File: config.mk
export PLATFORM = sky130hd
export DESIGN_NAME = fp_s_wb
export DESIGN_NICKNAME = d
export VERILOG_FILES = /design/src/rtl/fp_pkg.sv /design/src/rtl/fp_wb_fifo.sv /design/src/rtl/fp_s_wb.sv
export SDC_FILE = /design/constraint.sdc
export NUM_CORES = 1
export LEC_CHECK = 0
export BUFFER_PORTS_ARGS = -buffer_cell sky130_fd_sc_hd__buf_2
export CAP_MARGIN = 20
export CORE_MARGIN = 8
export CORE_UTILIZATION = 35
export CTS_CLUSTER_DIAMETER = 50
export DETAILED_ROUTE_END_ITERATION = 12
export GPL_ROUTABILITY_DRIVEN = 0
export PLACE_DENSITY_LB_ADDON = 0.12
export SETUP_SLACK_MARGIN = 0.15
export SYNTH_ARGS = -nofsm -noshare
export SYNTH_HDL_FRONTEND = slang
export SYNTH_SLANG_ARGS = --single-unit
export TNS_END_PERCENT = 30
File: constraint.sdc
create_clock -name clk -period 3.5 [get_ports clk]
set_input_delay 0.35 -clock clk [delete_from_list [all_inputs] [get_ports clk]]
set_output_delay 0.35 -clock clk [all_outputs]
set_load 0.02 [all_outputs]
File: src/rtl/fp_pkg.sv
// Shared floating-point constants and bundle types.
// Used by the single-precision writeback stage.
package fp_pkg;

  localparam int FL_NV = 4;
  localparam int FL_DZ = 3;
  localparam int FL_OF = 2;
  localparam int FL_UF = 1;
  localparam int FL_NX = 0;

  localparam logic [31:0] NAN_BOX = 32'hFFFF_FFFF;
  localparam logic [31:0] S_QNAN  = 32'h7FC0_0000;

  typedef struct packed {
    logic [31:0] s;
    logic [4:0]  flags;
  } s_res_t;

  localparam int S_RES_W = $bits(s_res_t);

endpackage

File: src/rtl/fp_wb_fifo.sv
// Generic DEPTH x W result buffer.
// Power-of-two depth; pointers wrap naturally.
module fp_wb_fifo #(
  parameter int DEPTH = 2,
  parameter int W     = 8,
  localparam int AW   = $clog2(DEPTH)
) (
  input  logic          clk,
  input  logic          rst,
  input  logic          push,
  input  logic          pop,
  input  logic [W-1:0]  wdata,
  output logic [W-1:0]  rdata,
  output logic [AW:0]   count
);

  logic [W-1:0]  mem [DEPTH];
  logic [AW-1:0] wp;
  logic [AW-1:0] rp;

  // storage write; contents need no reset
  always_ff @(posedge clk) begin
    if (push) mem[wp] <= wdata;
  end

  // pointer and occupancy bookkeeping
  always_ff @(posedge clk or posedge rst) begin
    if (rst) begin
      wp    <= '0;
      rp    <= '0;
      count <= '0;
    end else begin
      if (push) wp <= wp + 1'b1;
      if (pop)  rp <= rp + 1'b1;
      case ({push, pop})
        2'b10:   count <= count + 1'b1;
        2'b01:   count <= count - 1'b1;
        default: count <= count;
      endcase
    end
  end

  assign rdata = mem[rp];

endmodule

File: src/rtl/fp_s_wb.sv
// Single-precision writeback: buffers converted results, NaN-boxes them.
// FP_WB_FFLAGS_EN enables sticky exception flag accumulation.
module fp_s_wb
  import fp_pkg::*;
#(
  parameter int DEPTH = 2,
  parameter int RD_W  = 5
) (
  input  logic            clk,
  input  logic            rst,
  input  logic            in_valid,
  output logic            in_ready,
  input  logic [RD_W-1:0] in_rd,
  input  logic [31:0]     in_s,
  input  logic [4:0]      in_flags,
  output logic            out_valid,
  input  logic            out_ready,
  output logic [RD_W-1:0] out_rd,
  output logic [63:0]     out_data,
  input  logic            fflags_clr,
  output logic [4:0]      fflags,
  output logic            busy
);

  localparam int CW = $clog2(DEPTH) + 1;
  localparam logic [CW-1:0] FULL = CW'(DEPTH);

`ifdef FP_WB_FFLAGS_EN
  localparam int EW = RD_W + S_RES_W;
`else
  localparam int EW = RD_W + 32;
`endif

  logic [EW-1:0]   wdata;
  logic [EW-1:0]   rdata;
  logic [CW-1:0]   count;
  logic            push;
  logic            pop;
  logic [RD_W-1:0] head_rd;
  logic [31:0]     head_s;

  assign in_ready  = (count != FULL);
  assign out_valid = (count != '0);
  assign busy      = out_valid;
  assign push      = in_valid & in_ready;
  assign pop       = out_valid & out_ready;

  fp_wb_fifo #(
    .DEPTH (DEPTH),
    .W     (EW)
  ) u_fifo (
    .clk   (clk),
    .rst   (rst),
    .push  (push),
    .pop   (pop),
    .wdata (wdata),
    .rdata (rdata),
    .count (count)
  );

`ifdef FP_WB_FFLAGS_EN
  s_res_t w_res;
  s_res_t h_res;

  // pack/unpack entries carrying flags
  always_comb begin
    w_res.s     = in_s;
    w_res.flags = in_flags;
    wdata       = {in_rd, w_res};
    {head_rd, h_res} = rdata;
    head_s      = h_res.s;
  end

  // sticky flags: clear first, then OR in popped entry
  always_ff @(posedge clk or posedge rst) begin
    if (rst) begin
      fflags <= '0;
    end else begin
      fflags <= (fflags_clr ? 5'b0 : fflags)
              | (pop ? h_res.flags : 5'b0);
    end
  end
`else
  logic unused_flag_in;

  // pack/unpack entries without flags
  always_comb begin
    wdata = {in_rd, in_s};
    {head_rd, head_s} = rdata;
  end

  assign unused_flag_in = ^{in_flags, fflags_clr};
  assign fflags         = '0;
`endif

  assign out_rd   = out_valid ? head_rd : '0;
  assign out_data = {NAN_BOX, out_valid ? head_s : 32'h0};

endmodule

Word-level counts from Yosys, hierarchy flattened --
Memory sizes are Yosys's and may differ from the RTL's. Index checks and enable logic that the tools add are counted.
Storage, ports and cells: bits in registers 4, latch bits 0, memory bits (writable) 74, bits in read-only memories 0, word-level logic and storage cells 20, memories 1
Cells by class: add/subtract/negate cells 4, $mul 0, divide/modulo/power cells 0, order comparisons 0, equal/unequal tests 3, shifts and indexed selects 0, multiplexer cells 5, bitwise operators 2, reductions and logical operators 2
Memory list:
- u_fifo.mem | words 2, width 37, read ports 1, clocked after memory_dff 0, wr ports 1, line fp_wb_fifo.sv:17 | logic [W-1:0] mem [DEPTH];
Operators with widths (count):
- $mux W32 | 1
- $mux W5 | 1
- $pmux W2 S2 | 1
- $reduce_bool A2 Y1 | 2
- $add A1 B1 Y1 const B | 2
- $add A2 B1 Y2 const B | 1
- $and A1 B1 Y1 | 2
- $eq A2 B1 Y1 const B | 1
- $eq A2 B2 Y1 const B | 1
- $mux W1 | 2
- $ne A2 B2 Y1 const B | 1
- $sub A2 B1 Y2 const B | 1

Longest topological paths before layout --
Gate-level depths: netlist of run 1.
word-level depth 4, gate-level depth with buffers 7

Modules after synthesis --
From an unflattened synthesis of run 1, not the netlist that was laid out.
Second synthesis, totals: cell total of the unflattened synthesis 216, area, all modules 3509.6 µm²
Modules (own cells, without submodules):
- fp_wb_fifo | instances 1, cells each 130, area each 2930.3 µm², sequential area each 2322.2 µm²
- fp_s_wb | instances 1, cells each 86, area each 579.3 µm², sequential area each 0.0 µm²

Least setup slack after synthesis of run 1 --
Ideal clock, no wire load.
path kind reg2reg, from register u_fifo.count[0], to memory u_fifo.mem[0][0] (netlist name), enable pin, library setup time 0.431 ns, arrival time 2.368 ns, data required time 3.069 ns, slack 0.701 ns, cell stages (with the launch flop) 4, path buffers 0, path through dfrtp_1 nand2b_1 nand2_2 nor2_1
Between the ends: word-level cells in the longest chain between the ends 4
Ends and longest elaborated chain:
- start, declared | line fp_wb_fifo.sv:14 | output logic [AW:0] count
- start signal, assigned | line fp_wb_fifo.sv:36 | 2'b10: count <= count + 1'b1;
- start signal, assigned | line fp_wb_fifo.sv:37 | 2'b01: count <= count - 1'b1;
- start signal, assigned | line fp_wb_fifo.sv:38 | default: count <= count;
- $ne A2 B2 Y1 | line fp_s_wb.sv:42 | assign in_ready = (count != FULL);
- named net in_ready | line fp_s_wb.sv:12 | output logic in_ready,
- $and A1 B1 Y1 | line fp_s_wb.sv:45 | assign push = in_valid & in_ready;
- $mux W1 | line fp_wb_fifo.sv:23 | if (push) mem[wp] <= wdata;
- $mux W1 (not written as such) | line fp_wb_fifo.sv:23
- end, declared | line fp_wb_fifo.sv:17
The timed path passes the listed nets, and every way through them passes these cells.

Worst setup path after layout of run 1 --
from register u_fifo.rp, to output port out_data[5]
Between the ends: word-level cells in the longest chain between the ends 2
Ends and longest elaborated chain:
- start, declared | line fp_wb_fifo.sv:19 | logic [AW-1:0] rp;
- start signal, assigned | line fp_wb_fifo.sv:34 | if (pop) rp <= rp + 1'b1;
- $mem_v2 Z2 W37
- $mux W32 | line fp_s_wb.sv:97 | assign out_data = {NAN_BOX, out_valid ? head_s : 32'h0};
- end, declared | line fp_s_wb.sv:19 | output logic [63:0] out_data,
Every way passes these cells.

==> results of run 1 <==
## cells by family after synthesis
| family | after synthesis |
|---|---|
| multiplexers | 37 |
| other | 2 |
| buffers and inverters | 48 |
| flip-flops | 78 |
| AND/OR/NAND/NOR | 44 |
| adder cells (fa/ha/maj) | 1 |
| XOR/XNOR | 5 |
## final timing paths
check / startpoint / to / slack [ns] / depth (start not counted)
min in group asynchronous: rst / u_fifo.rp / 0.43 / 3
hold reg to reg: u_fifo.count[1] / u_fifo.count[1] / 0.55 / 1
hold / removal: in_s[28] / u_fifo.mem[0][28] / 0.20 / 1
max in group asynchronous: rst / u_fifo.rp / 2.91 / 3
setup reg to reg: u_fifo.count[0] / u_fifo.mem[0][0] / 1.61 / 4
setup / recovery: u_fifo.rp / out_data[5] / 1.30 / 4
## repair_timing
| item | in CTS | in global routing |
|---|---|---|
| endpoints found under the hold margin | 4 | 0 |
| endpoints found under the setup margin | 0 | 0 |
| hold buffers | 1 | 0 |
## routing by layer
layer | part of all wire (%) | vias to the layer above | routed length (µm) | track usage [%]
met3 | 11 | 14 | 715 | 4.59
li1 | - | 847 | - | -
met1 | 37 | 823 | 2380 | 9.75
met4 | 1.9 | 4 | 119 | 5.06
met2 | 49 | 75 | 3120 | 16.6
met5 | 0.25 | - | 16 | 0
## layout make-up
| cell class | count | area (µm²) |
|---|---|---|
| Fill cell | 922 | 5390 |
| Multi-Input combinational cell | 124 | 792 |
| Tap cell | 129 | 161 |
| Timing Repair Buffer | 85 | 440 |
| Inverter | 2 | 7.51 |
| Clock inverter | 6 | 46.3 |
| Sequential cell | 78 | 2320 |
| Clock buffer | 10 | 128 |
## state kept, by name (all words and copies together) (netlist names)
signal and cells:
u_fifo.count 2, u_fifo.wp 1, u_fifo.rp 1, u_fifo.mem 74
## cells in the mapped netlist
master / count / area [µm²]
buf_12: 2 / 40.0
buf_4: 38 / 285
dfrtp_1: 4 / 100
xor2_1: 1 / 8.76
nor2_1: 29 / 109
conb_1: 2 / 7.51
mux2i_1: 37 / 370
inv_1: 2 / 7.51
nand2b_1: 1 / 6.26
ha_1: 1 / 12.5
nor2_2: 11 / 68.8
and3_1: 1 / 6.26
xnor2_1: 3 / 26.3
clkbuf_4: 1 / 7.51
buf_6: 5 / 56.3
edfxtp_1: 74 / 2220
and2_4: 1 / 8.76
nand2_2: 1 / 6.26
xor2_2: 1 / 16.3
## cell usage in the layout, fill, tap and decap left out, drive strengths merged, types with 2 or more instances in the layout
master / count
mux2i: 37
buf: 84
xor2: 2
dfrtp: 4
conb: 37
edfxtp: 74
xnor2: 3
clkinv: 3
clkinvlp: 2
clkbuf: 10
inv: 3
nor2: 40
## metrics by stage
stage	total power [mW]	utilization [%]	setup WS, ns	instance area, µm²
floorplan	2.53	-	0.701	3500
global placement	2.89	40.0	1.51	3710
detailed placement	2.89	40.0	1.51	3710
CTS	3.48	42.0	1.23	3900
global route	3.63	42.0	1.18	3900
finish	3.40	42.0	1.30	3900
## power by group
part	internal, mW	total [mW]	switching, mW
combinational	0.484	1.42	0.940
sequential	1.28	1.39	0.111
clock	0.261	0.587	0.325
==> reports/results.ini, run 1 <==
[synthesis]
syn_area_per_cell_um2 = 15.7
yosys-mux-area-fraction_pct = 11.0
yosys_warnings = 0
synth-seq-area-share_pct = 69.0
synth_top_family_by_area = buffers and inverters
synth_compound_area_share_pct = 0
ys_types = 19
synthAdderAreaFrac_pct = 0.372
synth.ff_latch_count = 78
synth-simple-area-share_pct = 6.10
synth_area_um2 = 3370
netlist_instances = 215
synthXorXnorAreaFrac_pct = 1.52

[floorplan]
rows = 35
die_w_um = 114
coreArea_um2 = 9280
dieArea_um2 = 13000
initial_core_util_pct = 36.3
die_h_um = 114
ioPinCount = 124

[routing]
antenna_left = 0
drtIter0Drc = 43
dr.pass1.iters = 4
drc = 0
via_per_inst = 4.06
wl_um = 6340
vias = 1763
wl_per_cell_um = 14.6

[worst_setup_path]
crit_family = flip-flops
critical_path_required_ns = 3.15
path_cells = buf_4 -> mux2i_1 -> nor2_2 -> buf_2
start_kind = register
cp-end-kind = output pin
path_buf_inv = 2
slowest_stage = dfrtp_2
arrival_ns = 1.85
slowest_delay_ns = 0.67
path_max_fanout = 15
crit_type = reg2out

[global_route]
grt_max_degree = 38
grt_antenna_before_repair = 2
track_usage_pct = 9.73
grt_pass1_wl_um = 9580
grt_pass1_vias = 1892
grt_overflow = 0

[clocking]
cts_made_buffers = 9
cts_tree = yes
clkLatencyLatePin_ns = 0.33
clk_pin_slew_ns = 0.08
post_cts_buffers = 0
cts-resized-gates = 0
cts_sinks = 78
cts.htree.levels = 3
cts_root_buffer = clkbuf_8
clockBufferDepth = 2

[power_and_ir_drop]
p_leak_nw = 1.64
peakVddDrop_mv = 0.353
powerDensity_nw_per_um2 = 873

[placed_design]
port_buffers = 80
dp.cells = 417
dp_hpwl_um = 4370

[timing]
tightestPinTransition_ns = 0.943
setup_viol = 0
fin_skew_ns = 0.00586
fin_crit_sh_pct = 63.0
max_slew_margin_pct = 37.2
final.min_clock_period_ns = 2.20
hold_slack_ns = 0.195
final.setup.tns_ns = 0
rsz0062_at_grt = no
slew_violations = 0
hold_viol_final = 0
fmaxAchievable_mhz = 454

[finish]
drive_gt1_share_pct = 38.0
syn_to_final_growth_pct = 15.8
antenna_cells = 0
num-nets-final = 348
fin_cells = 434

[run_status]
status = complete, no violations

[run]
drv_cap = 0

[min_path]
hold_class = in2reg

(Power assumes the default switching activity.)
==> run 2, diff against run 1 <==
clock period = 1.83 ns   (was 3.5 ns; I/O delays follow)
==> run 2 against run 1 <==
Compared with the run above:
- count of clock-buffer cells in the layout increased by 1
- combinational power rose by 110%
- sequential power increased by 86%
- register-to-register slack worse by 1.4 ns
- worst hold slack got worse by 0.17 ns
- final area rose by 2.9%
- clock power grew 87%
- die area stayed put
- global-route usage rose by 0.27 points
- core utilization is 1.2 points higher
- clock skew rose by 0.0068 ns
- critical path type unchanged
- critical endpoint is now out_rd[3]
==> reports/results.ini, run 2 (synthesis gave the netlist of run 1 again) <==
[power_and_ir_drop]
internal_power_mw = 4.05
p_switching_mw = 2.66
switching_share_pct = 39.6
pwr-share-comb_pct = 45.1
clkPwrFrac_pct = 16.3
seqPwrFrac_pct = 38.6
peakVddDrop_mv = 0.629
powerDensity_nw_per_um2 = 1670
p_leak_nw = 1.69

[worst_setup_path]
arrival_ns = 1.41
slowest_stage = dfrtp_2
rr_worst_depth = 6
start_kind = register
path_depth = 4
crit_type = reg2out
path_max_fanout = 25
critical_path_required_ns = 1.65
path_buf_inv = 2
crit_family = flip-flops
cp-end-kind = output pin
path_cells = buf_12 -> mux2i_1 -> nor2_1 -> buf_2
slowest_delay_ns = 0.39

[min_path]
min_delay_path_depth = 1
hold_class = in2reg

[floorplan]
initial_core_util_pct = 36.3
die_w_um = 114
die_h_um = 114
rows = 35
dieArea_um2 = 13000
coreArea_um2 = 9280
ioPinCount = 124

[routing]
dr.pass1.iters = 4
wl_per_cell_um = 14.7
antenna_left = 0
drtIter0Drc = 48
vias = 1798
via_per_inst = 4.10
drc = 0
wl_um = 6480

[clocking]
post_cts_buffers = 0
cts_made_buffers = 9
clk_pin_slew_ns = 0.08
cts_sinks = 78
clkLatencyLatePin_ns = 0.34
cts_root_buffer = clkbuf_8
clockBufferDepth = 2
cts.htree.levels = 3
cts_tree = yes

[finish]
top_regs = u_fifo.mem: 74 flops, u_fifo.count: 2 flops
drive_gt1_share_pct = 38.7
regMostFlops = u_fifo.mem
final_area_um2 = 4010
fin_util_pct = 43.2
fin_cells = 439
syn_to_final_growth_pct = 19.1
largest_reg_flops = 74
num-nets-final = 353
final_cell_mix = 80 x buf_2, 74 x edfxtp_1, 37 x mux2i_1, 37 x conb_1, 28 x nor2_1
antenna_cells = 0
final_common_cell = buf_2

[run_status]
status = complete, no violations

[timing]
fin_crit_sh_pct = 87.2
slew_violations = 0
fin_skew_ns = 0.0126
rsz0062_at_grt = yes
final.setup.tns_ns = 0
fmaxAchievable_mhz = 627
final.min_clock_period_ns = 1.60
hold_viol_final = 0
setup_viol = 0

[placed_design]
port_buffers = 80
place_area_um2 = 3800
dp.cells = 421
dp_hpwl_um = 4530

[global_route]
track_usage_pct = 10.0
grt_pass1_wl_um = 9940
grt_pass1_vias = 1941
grt_max_degree = 26
grt_antenna_before_repair = 0
grt_overflow = 0

[run]
drv_cap = 0

==> run 2: path summary, 6_finish.rpt <==
kind	from	to	slack, ns
worst max register to register	u_fifo.count[0]	u_fifo.count[1]	0.26
max in group asynchronous	rst	u_fifo.rp	1.38
min in group asynchronous	rst	u_fifo.count[0]	0.28
worst max-delay path	u_fifo.rp	out_rd[3]	0.23
worst min register to register	u_fifo.count[0]	u_fifo.count[0]	0.54
worst min-delay path	in_s[22]	u_fifo.mem[1][22]	0.03
==> run 2: cell type report <==
cell class                 count  area (µm²)
timing repair buffer          90         549
tap                          129         161
clock buffer                  11         131
clock inverter                 5        36.3
inverter                       2        7.51
sequential                    78        2320
multi-input combinational    124         800
fill                         902        5270
==> run 2: power by group through the flow <==
stage | Sequential [mW] | Clock, mW | Combinational [mW]
final | 2.59 | 1.10 | 3.03
after global routing | 2.64 | 1.21 | 3.30
after CTS | 2.59 | 1.15 | 3.09
after detailed placement | 2.63 | 0 | 3.06
after global placement | 2.61 | 0 | 3.07
after floorplan | 2.59 | 0 | 2.26
==> run 2: layer usage <==
| layer | GRT usage (%) | routed length [µm] |
|---|---|---|
| met4 | 4.79 | 96 |
| met2 | 16.7 | 3180 |
| met5 | 0 | 0 |
| met3 | 4.64 | 659 |
| met1 | 10.5 | 2540 |
==> run 2: what timing repair did <==
action / CTS / global route
gates resized for setup: 2 / 4
endpoints found under the hold margin: 4 / 2
setup endpoints to repair: 25 / 28
hold buffers: 1 / 1
==> run 2: worst register-to-register path, delay by kind of cell, from the launching register on <==
family | cells | cell delay, ns
xor gates and xnor gates | 1 | 0.15
adders and majority gates | 1 | 0.32
DFF | 1 | 0.45
buffers and inverters | 1 | 0.09
and+or+nand+nor | 3 | 0.49
==> run 2: through the flow <==
stage / hold WS [ns] / total power, mW / setup slack (ns)
3_5_place_dp: 0.0816 / 5.69 / 0.311
3_3_place_gp: 0.0810 / 5.68 / 0.330
4_1_cts: 0.00542 / 6.83 / 0.168
5_1_grt: 0.00415 / 7.15 / 0.131
2_1_floorplan: -0.0509 / 4.85 / 0.155
6_report: 0.0285 / 6.71 / 0.234
